==> config.mk <==
export PLATFORM = sky130hd
export DESIGN_NAME = imem_load_ctrl
export DESIGN_NICKNAME = d
export VERILOG_FILES = /design/src/rtl/imem_load_ctrl_pkg.sv /design/src/rtl/load_addr_gen.sv /design/src/rtl/imem_load_ctrl.sv
export SDC_FILE = /design/constraint.sdc
export NUM_CORES = 1
export LEC_CHECK = 0
export CELL_PAD_IN_SITES_DETAIL_PLACEMENT = 1
export CELL_PAD_IN_SITES_GLOBAL_PLACEMENT = 2
export CORE_UTILIZATION = 26
export DETAILED_ROUTE_END_ITERATION = 12
export HOLD_SLACK_MARGIN = 0.08
export PLACE_DENSITY = 0.84
export SLEW_MARGIN = 20
export SYNTH_ARGS = -nofsm -noshare
export SYNTH_HDL_FRONTEND = slang
export SYNTH_SLANG_ARGS = --single-unit
export TNS_END_PERCENT = 1
==> constraint.sdc <==
create_clock -name clk -period 5.2 [get_ports clk]
set_clock_uncertainty 0.2 [all_clocks]
set_input_delay 1.3 -clock clk [delete_from_list [all_inputs] [get_ports clk]]
set_output_delay 1.3 -clock clk [all_outputs]
set_load 0.1 [all_outputs]
==> src/rtl/imem_load_ctrl_pkg.sv <==
// Shared definitions for the instruction-memory load controller.
// Holds the default geometry of the instruction memory, the FSM state
// encoding and the load-mode type used by imem_load_ctrl.
package imem_load_ctrl_pkg;

  // Default geometry of the instruction memory.
  localparam int ADDRESS_LEN      = 10;
  localparam int WORD_LEN         = 32;
  localparam int MEMORY_SIZE      = 1024;

  // Default post-load hold; the counter is wide enough for the 1..15 range.
  localparam int LDC_DRAIN_CYCLES = 4;
  localparam int DRAIN_CNT_W      = 4;

  // Controller states.
  localparam logic [1:0] LDC_BOOT  = 2'd0;
  localparam logic [1:0] LDC_LOAD  = 2'd1;
  localparam logic [1:0] LDC_DRAIN = 2'd2;
  localparam logic [1:0] LDC_RUN   = 2'd3;

  // Full loads hold the core in reset; patch loads only stall it.
  typedef enum logic {
    LD_MODE_FULL  = 1'b0,
    LD_MODE_PATCH = 1'b1
  } ld_mode_e;

endpackage

==> src/rtl/load_addr_gen.sv <==
// Write-pointer / remaining-count generator for program loads.
//   clk, rst   : clock, asynchronous active-high reset
//   load_i     : capture base_i / count_i
//   base_i     : first word address of the load
//   count_i    : number of words in the load
//   advance_i  : one word accepted; bump pointer, drop remaining count
//   ptr_o      : address for the next word
//   empty_o    : no words remain
//   last_o     : exactly one word remains
module load_addr_gen #(
  parameter int ADDR_W = 10
) (
  input  logic              clk,
  input  logic              rst,
  input  logic              load_i,
  input  logic [ADDR_W-1:0] base_i,
  input  logic [ADDR_W-1:0] count_i,
  input  logic              advance_i,
  output logic [ADDR_W-1:0] ptr_o,
  output logic              empty_o,
  output logic              last_o
);

  logic [ADDR_W-1:0] ptr_q, ptr_d;
  logic [ADDR_W-1:0] rem_q, rem_d;

  // NOTE: every signal assigned in always_comb gets a default first, so no
  // path leaves it unassigned and no latch is inferred.
  always_comb begin
    ptr_d = ptr_q;
    rem_d = rem_q;
    if (load_i) begin
      ptr_d = base_i;
      rem_d = count_i;
    end else if (advance_i) begin
      ptr_d = ptr_q + 1'b1;
      rem_d = rem_q - 1'b1;
    end
  end

  // NOTE: sequential state uses non-blocking assignments so every register
  // samples its next value from the same pre-edge snapshot.
  always_ff @(posedge clk or posedge rst) begin
    if (rst) begin
      ptr_q <= '0;
      rem_q <= '0;
    end else begin
      ptr_q <= ptr_d;
      rem_q <= rem_d;
    end
  end

  assign ptr_o   = ptr_q;
  assign empty_o = (rem_q == '0);
  assign last_o  = (rem_q == ADDR_W'(1));

endmodule

==> src/rtl/imem_load_ctrl.sv <==
// Instruction-memory load controller. Owns the single address port of the
// instruction memory: in LOAD it writes host words at the load pointer, in
// every other state it passes the PC fetch address through. Full loads keep
// the core in reset, patch loads (only from RUN) keep it stalled.
//   clk, rst                 : clock, asynchronous active-high reset
//   ld_start/ld_keep         : load request, patch-mode select
//   ld_base/ld_count         : load window, sampled with ld_start
//   ld_valid/ld_data/ld_ready: host word stream handshake
//   if_adr                   : fetch address from the PC
//   mem_adr/mem_we/mem_wdata : instruction memory port
//   core_rst/core_stall      : core control
//   busy/done/err            : status (LOAD|DRAIN, completion pulse, sticky range error)
module imem_load_ctrl
  import imem_load_ctrl_pkg::*;
#(
  parameter int ADDR_W       = ADDRESS_LEN,
  parameter int WORD_W       = WORD_LEN,
  parameter int MEM_DEPTH    = MEMORY_SIZE,
  parameter int DRAIN_CYCLES = LDC_DRAIN_CYCLES
) (
  input  logic              clk,
  input  logic              rst,
  input  logic              ld_start,
  input  logic              ld_keep,
  input  logic [ADDR_W-1:0] ld_base,
  input  logic [ADDR_W-1:0] ld_count,
  input  logic              ld_valid,
  input  logic [WORD_W-1:0] ld_data,
  output logic              ld_ready,
  input  logic [ADDR_W-1:0] if_adr,
  output logic [ADDR_W-1:0] mem_adr,
  output logic              mem_we,
  output logic [WORD_W-1:0] mem_wdata,
  output logic              core_rst,
  output logic              core_stall,
  output logic              busy,
  output logic              done,
  output logic              err
);

  localparam logic [ADDR_W:0]      DEPTH_EXT  = (ADDR_W+1)'(MEM_DEPTH);
  localparam logic [DRAIN_CNT_W-1:0] DRAIN_INIT = DRAIN_CNT_W'(DRAIN_CYCLES - 1);

  logic [1:0]             state_q, state_d;
  ld_mode_e               mode_q, mode_d;
  logic [DRAIN_CNT_W-1:0] drain_q, drain_d;
  logic                   err_q, err_d;
  logic                   done_q, done_d;

  logic [ADDR_W-1:0] ptr;
  logic              empty, last;
  logic              addr_load, accept;
  logic [ADDR_W:0]   range_end;
  logic              range_ok;

  // Sum at one extra bit so a window running past the top cannot wrap.
  assign range_end = {1'b0, ld_base} + {1'b0, ld_count};
  assign range_ok  = (range_end <= DEPTH_EXT);

  assign ld_ready = (state_q == LDC_LOAD) && !empty;
  assign accept   = ld_valid && ld_ready;

  load_addr_gen #(
    .ADDR_W (ADDR_W)
  ) u_addr_gen (
    .clk       (clk),
    .rst       (rst),
    .load_i    (addr_load),
    .base_i    (ld_base),
    .count_i   (ld_count),
    .advance_i (accept),
    .ptr_o     (ptr),
    .empty_o   (empty),
    .last_o    (last)
  );

  always_comb begin
    state_d   = state_q;
    mode_d    = mode_q;
    drain_d   = drain_q;
    err_d     = err_q;
    done_d    = 1'b0;
    addr_load = 1'b0;
    case (state_q)
      LDC_BOOT, LDC_RUN: begin
        if (ld_start) begin
          if (!range_ok) begin
            err_d = 1'b1;
          end else begin
            err_d     = 1'b0;
            addr_load = 1'b1;
            state_d   = LDC_LOAD;
            // A patch only makes sense once a program is running.
            mode_d    = (state_q == LDC_RUN && ld_keep) ? LD_MODE_PATCH : LD_MODE_FULL;
          end
        end
      end
      LDC_LOAD: begin
        // A zero-length load still spends one cycle here before draining.
        if (empty || (accept && last)) begin
          state_d = LDC_DRAIN;
          drain_d = DRAIN_INIT;
        end
      end
      default: begin // LDC_DRAIN
        if (drain_q == '0) begin
          state_d = LDC_RUN;
          done_d  = 1'b1;
        end else begin
          drain_d = drain_q - 1'b1;
        end
      end
    endcase
  end

  always_ff @(posedge clk or posedge rst) begin
    if (rst) begin
      state_q <= LDC_BOOT;
      mode_q  <= LD_MODE_FULL;
      drain_q <= '0;
      err_q   <= 1'b0;
      done_q  <= 1'b0;
    end else begin
      state_q <= state_d;
      mode_q  <= mode_d;
      drain_q <= drain_d;
      err_q   <= err_d;
      done_q  <= done_d;
    end
  end

  assign busy       = (state_q == LDC_LOAD) || (state_q == LDC_DRAIN);
  assign core_rst   = (state_q == LDC_BOOT) || (busy && mode_q == LD_MODE_FULL);
  assign core_stall = busy && (mode_q == LD_MODE_PATCH);
  assign done       = done_q;
  assign err        = err_q;

  assign mem_we    = accept;
  assign mem_wdata = ld_data;
  assign mem_adr   = (state_q == LDC_LOAD) ? ptr : if_adr;

endmodule

# Word level (Yosys, flattened, before mapping)
# Cells that the tools add are included.
# word_totals
reg_bits	29
inputBits	67
output_inout_bits	49
word_cells	63
# op_classes
n_addsub	4
n_lt_le_gt_ge	1
n_eq_ne	8
n_mux	20
bitwise	2
n_reduce_logical	21
# op_table
cell	n
$mux 10	5
$add 10x10->11	1
$le 11x11->1 const B	1
$add 10x1->10 const B	1
$eq 10x1->1 const B	1
$logic_not 10->1	1
$sub 10x1->10 const B	1
$mux 2	4
$mux 4	2
$pmux 4 s2	1
$mux 1	7
$logic_and 1x1->1	6
$ne 2x2->1 const B	3
$reduce_and 3->1	2
$eq 2x2->1 const B	2
$logic_not 4->1	1
$pmux 2 s2	1
$reduce_and 4->1	1
$sub 4x1->4 const B	1
$logic_or 1x1->1	3
$reduce_bool 3->1	1
$reduce_or 3->1	1
$eq 2x1->1 const B	1
$logic_not 2->1	1
other kinds (6)	7

# Depth between registers and ports, before layout
# Gate-level depths: netlist of the first run.
# depth
word_depth	8
ltp_mapped	10
mapped_depth_nobuf	9

# By module
# From an unflattened synthesis of the first run, not the netlist that was laid out.
# unflattened
hier_cells	301
hier_area_um2	2598.7
# modules_own_cells
mod	n_inst	cells_each	area_each_um2
imem_load_ctrl	1	173	1442.6
load_addr_gen	1	128	1156.1

# Worst setup path after synthesis of the first run
# No wires, ideal clock.
# synth_timing
kind	register to output
start	register state_q[1]
end	output ld_ready
t_arrival_ns	2.841
required_ns	3.700
slack_ns	0.859
path_stages_with_launch	7
cell_sequence	dfrtp_1 -> inv_1 -> ha_1 -> clkbuf_1 -> buf_1 -> inv_1 -> a31oi_1
# synth_via
elab_chain_len	2
# synth_rtl
element	line	source
start, declared	imem_load_ctrl.sv:44	logic [1:0] state_q, state_d;
start signal, assigned	imem_load_ctrl.sv:124	state_q <= state_d;
$eq 2x1->1	imem_load_ctrl.sv:60	assign ld_ready = (state_q == LDC_LOAD) && !empty;
$logic_and 1x1->1	imem_load_ctrl.sv:60	
end, declared	imem_load_ctrl.sv:29	output logic ld_ready,
# Every way passes these cells.

# Worst setup path in the final report of the first run
# layout_timing
start	input ld_base[2]
end	register u_addr_gen.ptr_q[2], in the netlist u_addr_gen.ptr_o[2]
# layout_via
elab_chain_len	6
elab_cells_between_ends	7
cone_classes	add/sub (1); order compare (1); mux (4); reduce/logical (1)
# layout_rtl
element	line	source
start, declared	imem_load_ctrl.sv:25	input logic [ADDR_W-1:0] ld_base,
$add 10x10->11	imem_load_ctrl.sv:57	assign range_end = {1'b0, ld_base} + {1'b0, ld_count};
$le 11x11->1	imem_load_ctrl.sv:58	assign range_ok = (range_end <= DEPTH_EXT);
$mux 1	imem_load_ctrl.sv:87	if (!range_ok) begin
$mux 1	imem_load_ctrl.sv:86	if (ld_start) begin
$mux 1	imem_load_ctrl.sv:84	case (state_q)
$mux 10 or $reduce_bool 2->1 (tied branches)	--	
end signal, assigned	load_addr_gen.sv:48	ptr_q <= ptr_d;
end, declared	load_addr_gen.sv:24	logic [ADDR_W-1:0] ptr_q, ptr_d;
# Parallel ways exist; a longest one is shown, timed or not.
# A chain may end at the register's enable or synchronous reset.

==> results of run 1 <==
==> stage by stage <==
step           setup slack (ns)  cells  area (um2)  hold WS, ns  power (mW)
2_1_floorplan            0.8586    282        2674       0.2563       1.580
3_3_place_gp             0.2453    430        3052       0.2808       1.696
3_5_place_dp             0.2215    430        3052       0.2947       1.735
4_1_cts                  0.5191    436        3126       0.3004       1.916
5_1_grt                  0.3056    436        3126       0.3639       2.025
6_report                 0.5224    436        3126       0.3041       1.899
==> routing by layer <==
| metal | part of all wire | GRT usage | wire length, um | vias to the layer above |
|---|---|---|---|---|
| met5 | 0 | 0 | 0 | - |
| met4 | 0.016 | 0.04550 | 107 | 0 |
| met3 | 0.044 | 0.01546 | 295 | 11 |
| met2 | 0.52 | 0.2547 | 3520 | 54 |
| met1 | 0.42 | 0.1523 | 2848 | 987 |
| li1 | - | - | - | 1001 |
==> final cells by class <==
class | count | area [um2] | area share
clock buffers | 5 | 68.82 | 0.02202
clock inverters | 1 | 5.005 | 0.001601
inverters | 16 | 60.06 | 0.01922
multi-input cells | 199 | 1592 | 0.5092
flip-flops and latches | 29 | 725.7 | 0.2322
well taps | 133 | 166.4 | 0.05324
repair buffers | 53 | 508.0 | 0.1625
==> worst max-delay path: stages <==
cell	delay, ns
clkdlybuf4s50_1	0.45
ha_1	0.41
a21oi_1	0.27
a21oi_1	0.12
a2111oi_0	0.44
mux2_2	0.39
or4_4	0.55
a21bo_4	0.37
mux2_4	0.35
==> cell usage in the layout, fill, tap and decap left out, types with 12 or more instances in the layout <==
| master | n |
|---|---|
| a21oi_1 | 13 |
| mux2_4 | 18 |
| inv_1 | 14 |
| nand2_1 | 16 |
| buf_4 | 13 |
| nor2_1 | 20 |
| ha_1 | 20 |
| dfrtp_1 | 29 |
| o21ai_0 | 12 |
| clkdlybuf4s50_1 | 39 |
| mux2_2 | 13 |
==> power by group through the flow <==
stage	registers (mW)	clock network, mW	logic [mW]
after floorplan	0.444	0	1.14
final	0.447	0.169	1.28
after global routing	0.463	0.179	1.38
after CTS	0.448	0.172	1.30
after detailed placement	0.450	0	1.28
after global placement	0.442	0	1.25
==> cells by family (layout without fill, tap and decap cells) <==
| family | Yosys count | count (layout) | share of synthesized area |
|---|---|---|---|
| simple gates | 75 | 75 | 0.1399 |
| buf+inv | 54 | 75 | 0.1334 |
| compound gates | 53 | 53 | 0.1348 |
| mux | 34 | 34 | 0.1671 |
| flops | 29 | 29 | 0.2714 |
| fa+ha+maj | 21 | 21 | 0.1011 |
| xor+xnor | 16 | 16 | 0.05241 |
==> worst paths after layout <==
| kind | startpoint | slack (ns) | to |
|---|---|---|---|
| worst min-delay path | drain_q[2] | 0.30 | drain_q[2] |
| worst max register to register | state_q[1] | 2.37 | u_addr_gen.rem_q[9] |
| max in group asynchronous | rst | 3.18 | u_addr_gen.ptr_o[1] |
| worst min register to register | drain_q[2] | 0.30 | drain_q[2] |
| min in group asynchronous | rst | 1.22 | u_addr_gen.ptr_o[7] |
| worst max-delay path | ld_base[2] | 0.52 | u_addr_gen.ptr_o[2] |
==> sequential cells by signal (all words and copies together), names as in the netlist <==
name and count:
drain_q 4, u_addr_gen.rem_q 10, state_q 2, done 1, err 1, u_addr_gen.ptr_o 10, mode_q 1
==> Yosys cell counts (2+ instances only) <==
library cell	n	area (um2)
inv_1	15	56.30
xnor2_1	7	61.31
mux2_2	13	146.4
xor2_1	9	78.83
mux2_4	18	270.3
and2_1	2	12.51
ha_1	20	250.2
a21bo_2	2	20.02
mux2i_1	3	30.03
o21a_1	4	30.03
a21oi_1	13	65.06
or3_1	4	25.02
o21ai_0	12	60.06
a31oi_1	3	18.77
nor2_1	20	75.07
nand4_1	4	25.02
o21bai_1	2	15.01
nor3_1	6	30.03
and4_1	3	26.28
or2_2	3	18.77
buf_12	2	40.04
nand2_1	16	60.06
dfrtp_1	29	725.7
nand3_1	11	55.05
buf_4	32	240.2
o211ai_1	2	15.01
clkbuf_1	2	7.510
a21o_1	2	15.01
==> summary.txt, run 1 <==
status = finished clean
crit path DAT = 4.64 ns
final core utilization = 0.3168
port bufs = 51
Area Overhead vs Synth = 16.89%
part of the power in registers = 0.235
Reg2Reg Depth = 10
Finish-stage setup viols = 0
DRT Pass-1 Iters = 4
sequential fraction of the synthesis area = 0.2714
HP Class = reg -> reg
synthesized instance count = 282
Pint = 897.7 uW
FMAX = 0.2138 GHz
per-cell routed wire length = 15.53 um
Post-Route Setup TNS = 0 ns
pin count of the biggest net entering global routing = 30
H-tree depth = 2
Comb pwr share = 0.676
Antenna diodes = 0
hpwl dp = 5459 um
worst-skew pair later-pin latency = 0.28 ns
final WL = 6772 um
WP data required = 5.16 ns
CTS Hold Bufs = 0
GP Congestion = 0.7479
Die Width = 103.4 um
Yosys warnings = 0
CP Class = in -> reg
sw frac = 0.5273
clock buffer depth = 2
CTS tree = done
grt total ovfl = 0
Global Route Usage Sum = 0.1333
RSZ-0062 raised after global routing = false
relative max-transition margin = 0.3552
Layout Nets = 392
Final Slew Violations = 0
CP endpoint kind = flop
Tcrit/Tclk final = 0.8995
CP max FO = 21
Fillers = 1136
Num Clock Sinks = 29
CP startpoint kind = primary input
CTS clk-pin slew, worst paths = 0.06 ns
vias in the first global route = 2238
Min Clock Period, post-route = 4.678 ns
ys async rst share = 1.000
# rows = 36
Die Ht = 103.4 um
synthesized net count = 370
IR drop worst, VDD = 0.3309 mV
Lkg Pwr = 1.386 nW
post-CTS setup buffers = 0
layout cells sized above 1 = 0.2046
core box area = 9864 um2
Starting Density = 0.2711
hold path depth = 1
clock network power share = 0.089
number of enable flip-flop cells after synthesis = 0
quantity of gates resized following cts = 0
Slew @ Worst Pin = 0.9641 ns
Synth Register Bits = 29
Synth Cell Area = 2674 um2
vias post-DR = 2053
max-cap viol count = 0
synthesized area per cell = 9.482 um2
DR vias/cell = 4.709
Die Footprint = 10690 um2
Routed Antenna Nets = 0
global-route wire length before repair = 10810 um
total CTS buffers = 5
IO Pins = 116
initial drt markers = 50
net switching power = 1.001 mW
synth unique cells = 51
pwr dens = 607.6 nW/um2
Fin. Hold Viols = 0
Synth Flop Type = dfrtp_1
# DRC = 0
initial antenna violation count = 0
clock root buffer = clkbuf_8
No activity file was read; power rests on OpenSTA's default activity.
==> run 2: changes to the inputs <==
--- a/config.mk
+++ b/config.mk
@@ -10,6 +10,7 @@
 export CORE_UTILIZATION = 26
 export DETAILED_ROUTE_END_ITERATION = 12
 export HOLD_SLACK_MARGIN = 0.08
+export MAX_ROUTING_LAYER = met4
 export PLACE_DENSITY = 0.84
 export SLEW_MARGIN = 20
 export SYNTH_ARGS = -nofsm -noshare
==> run 2 against run 1 <==
  * Design area did not move
  * Non-clock buffer count stayed put
  * Worst setup slack got worse by 0.00063 ns
  * Global-route usage rose by 0.44 points
  * Critical path type unchanged
==> summary.txt, run 2 (same netlist as run 1, synthesis figures left out) <==
pwr dens = 607.7 nW/um2 (about the same)
initial drt markers = 40 (-20%)
IO Pins = 116 (unchanged)
quantity of gates resized following cts = 0 (unchanged)
max-cap viol count = 0 (unchanged)
CP max FO = 21 (unchanged)
Layout Nets = 392 (unchanged)
DRT Pass-1 Iters = 4 (unchanged)
GP Congestion = 0.7574 (+1.3%)
relative max-transition margin = 0.3552 (unchanged)
Starting Density = 0.2711 (unchanged)
port bufs = 51 (unchanged)
CP Cell Sequence = clkdlybuf4s50_1 > ha_1 > fa_1 > xor2_1 > a2111o_1 > a311oi_1 > o21ai_1 > or4_4 > a21bo_4 > mux2_4
hpwl dp = 5459 um (unchanged)
CP endpoint kind = flop
Lkg Pwr = 1.386 nW (unchanged)
DR vias/cell = 4.706 (about the same)
min-delay src = drain_q[2]
crit path DAT = 4.64 ns (about the same)
Num Clock Sinks = 29 (unchanged)
clock network power share = 0.089 (about the same)
CTS Hold Bufs = 0 (unchanged)
CP Class = in -> reg
clock root buffer = clkbuf_8
Fin. Hold Viols = 0 (unchanged)
commonest cells after routing, fill and taps aside = clkdlybuf4s50_1 (39), dfrtp_1 (29), nor2_1 (20), ha_1 (20), mux2_4 (18)
RSZ-0062 raised after global routing = false
HP Class = reg -> reg
sw frac = 0.5273 (about the same)
critical path's slowest cell = or4_4
met3 usage = 0.01546 (unchanged)
WP data required = 5.16 ns (about the same)
Tcrit/Tclk final = 0.8997 (about the same)
Min Clock Period, post-route = 4.678 ns (+0.0006330 ns)
Top Family by Delay on Critical Path = compound AO/OA/AOI/OAI gates
vias in the first global route = 2234 (-0.18%)
IR drop worst, VDD = 0.3315 mV (+0.16%)
# DRC = 0 (unchanged)
global-route wire length before repair = 10810 um (about the same)
total CTS buffers = 5 (unchanged)
Fillers = 1136 (unchanged)
Pint = 897.7 uW (about the same)
layout cells sized above 1 = 0.2046 (unchanged)
DP Area = 3052 um2 (unchanged)
Final Instance Area = 3126 um2 (unchanged)
net switching power = 1.002 mW (about the same)
Antenna diodes = 0 (unchanged)
post-CTS setup buffers = 0 (unchanged)
Global Route met1 Usage = 0.1531 (+0.0008275)
Slew @ Worst Pin = 0.9641 ns (unchanged)
crit path buf inv count = 1 (unchanged)
crit path launch = ld_base[0]
# rows = 36 (unchanged)
final WL = 6776 um (about the same)
CTS tree = done
per-cell routed wire length = 15.54 um (about the same)
Global Route Usage Sum = 0.1377 (+0.004377)
CP peak stage delay = 0.53 ns (-0.02 ns)
Reg-to-Reg Start = state_q[1]
Area Overhead vs Synth = 16.89% (unchanged)
vias post-DR = 2052 (-0.049%)
gr busiest metal = met2
grt total ovfl = 0 (unchanged)
clock buffer depth = 2 (unchanged)
Die Footprint = 10690 um2 (unchanged)
Routed Antenna Nets = 0 (unchanged)
Die Width = 103.4 um (unchanged)
core box area = 9864 um2 (unchanged)
FMAX = 0.2138 GHz (about the same)
CP startpoint kind = primary input
initial antenna violation count = 0 (unchanged)
Die Ht = 103.4 um (unchanged)
Comb pwr share = 0.676 (about the same)
worst-skew pair later-pin latency = 0.28 ns (about the same)
Finish-stage setup viols = 0 (unchanged)
H-tree depth = 2 (unchanged)
GR Util met2 = 0.2547 (unchanged)
pin count of the biggest net entering global routing = 30 (unchanged)
commonest non-fill, non-tap cell in the layout = clkdlybuf4s50_1
CTS clk-pin slew, worst paths = 0.06 ns (about the same)
Final Slew Violations = 0 (unchanged)
part of the power in registers = 0.236 (about the same)
status = finished clean
Post-Route Setup TNS = 0 ns (unchanged)
run 2: cell counts in the layout (fill, tap and decap cells not counted):
Identical to the previous run, type by type.
run 2: worst register-to-register path, cell delays in order (launching register included):
cell and delay (ns):
dfrtp_1 0.40, inv_1 0.12, ha_1 0.16, buf_4 0.24
nand2_1 0.08, a31oi_1 0.43, buf_4 0.27, nand3_1 0.19
nor3_1 0.24, xor2_1 0.11, mux2_2 0.28
run 2: per-stage QoR:
stage          hold WS (ns)  instances    util  setup WS, ns  power (mW)
2_1_floorplan        0.2563        282       -        0.8586       1.580
3_3_place_gp         0.2808        430  0.3094        0.2453       1.696
3_5_place_dp         0.2947        430  0.3094        0.2215       1.735
4_1_cts              0.3004        436  0.3168        0.5191       1.916
5_1_grt              0.3639        436  0.3168        0.3042       2.026
6_report             0.3033        436  0.3168        0.5218       1.899
run 2: routing by layer:
metal	routed length, um	share of wire
met5	0	0
met2	3521	0.52
met3	301	0.044
met1	2845	0.42
met4	107	0.016
run 2: worst paths after layout:
path                                            end  slack [ns]  depth (start not counted)
worst max-delay path            u_addr_gen.ptr_o[2]        0.52                         10
worst min-delay path                     drain_q[2]        0.30                          1
worst max register to register  u_addr_gen.rem_q[9]        2.37                         10
worst min register to register           drain_q[2]        0.30                          1
max in group asynchronous       u_addr_gen.ptr_o[1]        3.17                          2
min in group asynchronous       u_addr_gen.ptr_o[7]        1.23                          2
run 2: area by class of cell:
cell class | instances | area, um2 | area share
multi-input cells | 199 | 1592 | 0.5092
well taps | 133 | 166.4 | 0.05324
inverters | 16 | 60.06 | 0.01922
clock inverters | 1 | 5.005 | 0.001601
repair buffers | 53 | 508.0 | 0.1625
flip-flops and latches | 29 | 725.7 | 0.2322
clock buffers | 5 | 68.82 | 0.02202
run 2: power by group through the flow:
stage	Sequential (mW)	Clock [mW]	Combinational, mW
floorplan	0.444	0	1.14
global placement	0.442	0	1.25
detailed placement	0.450	0	1.28
CTS	0.448	0.172	1.30
global route	0.463	0.179	1.38
finish	0.447	0.168	1.28
==> run 3: changes to the inputs <==
--- a/config.mk
+++ b/config.mk
@@ -8,6 +8,7 @@
 export CELL_PAD_IN_SITES_DETAIL_PLACEMENT = 1
 export CELL_PAD_IN_SITES_GLOBAL_PLACEMENT = 2
 export CORE_UTILIZATION = 26
+export CTS_CLUSTER_SIZE = 28
 export DETAILED_ROUTE_END_ITERATION = 12
 export HOLD_SLACK_MARGIN = 0.08
 export MAX_ROUTING_LAYER = met4
==> results of run 3 <==
Final layout, timing and power as in run 2 (identical DEF).
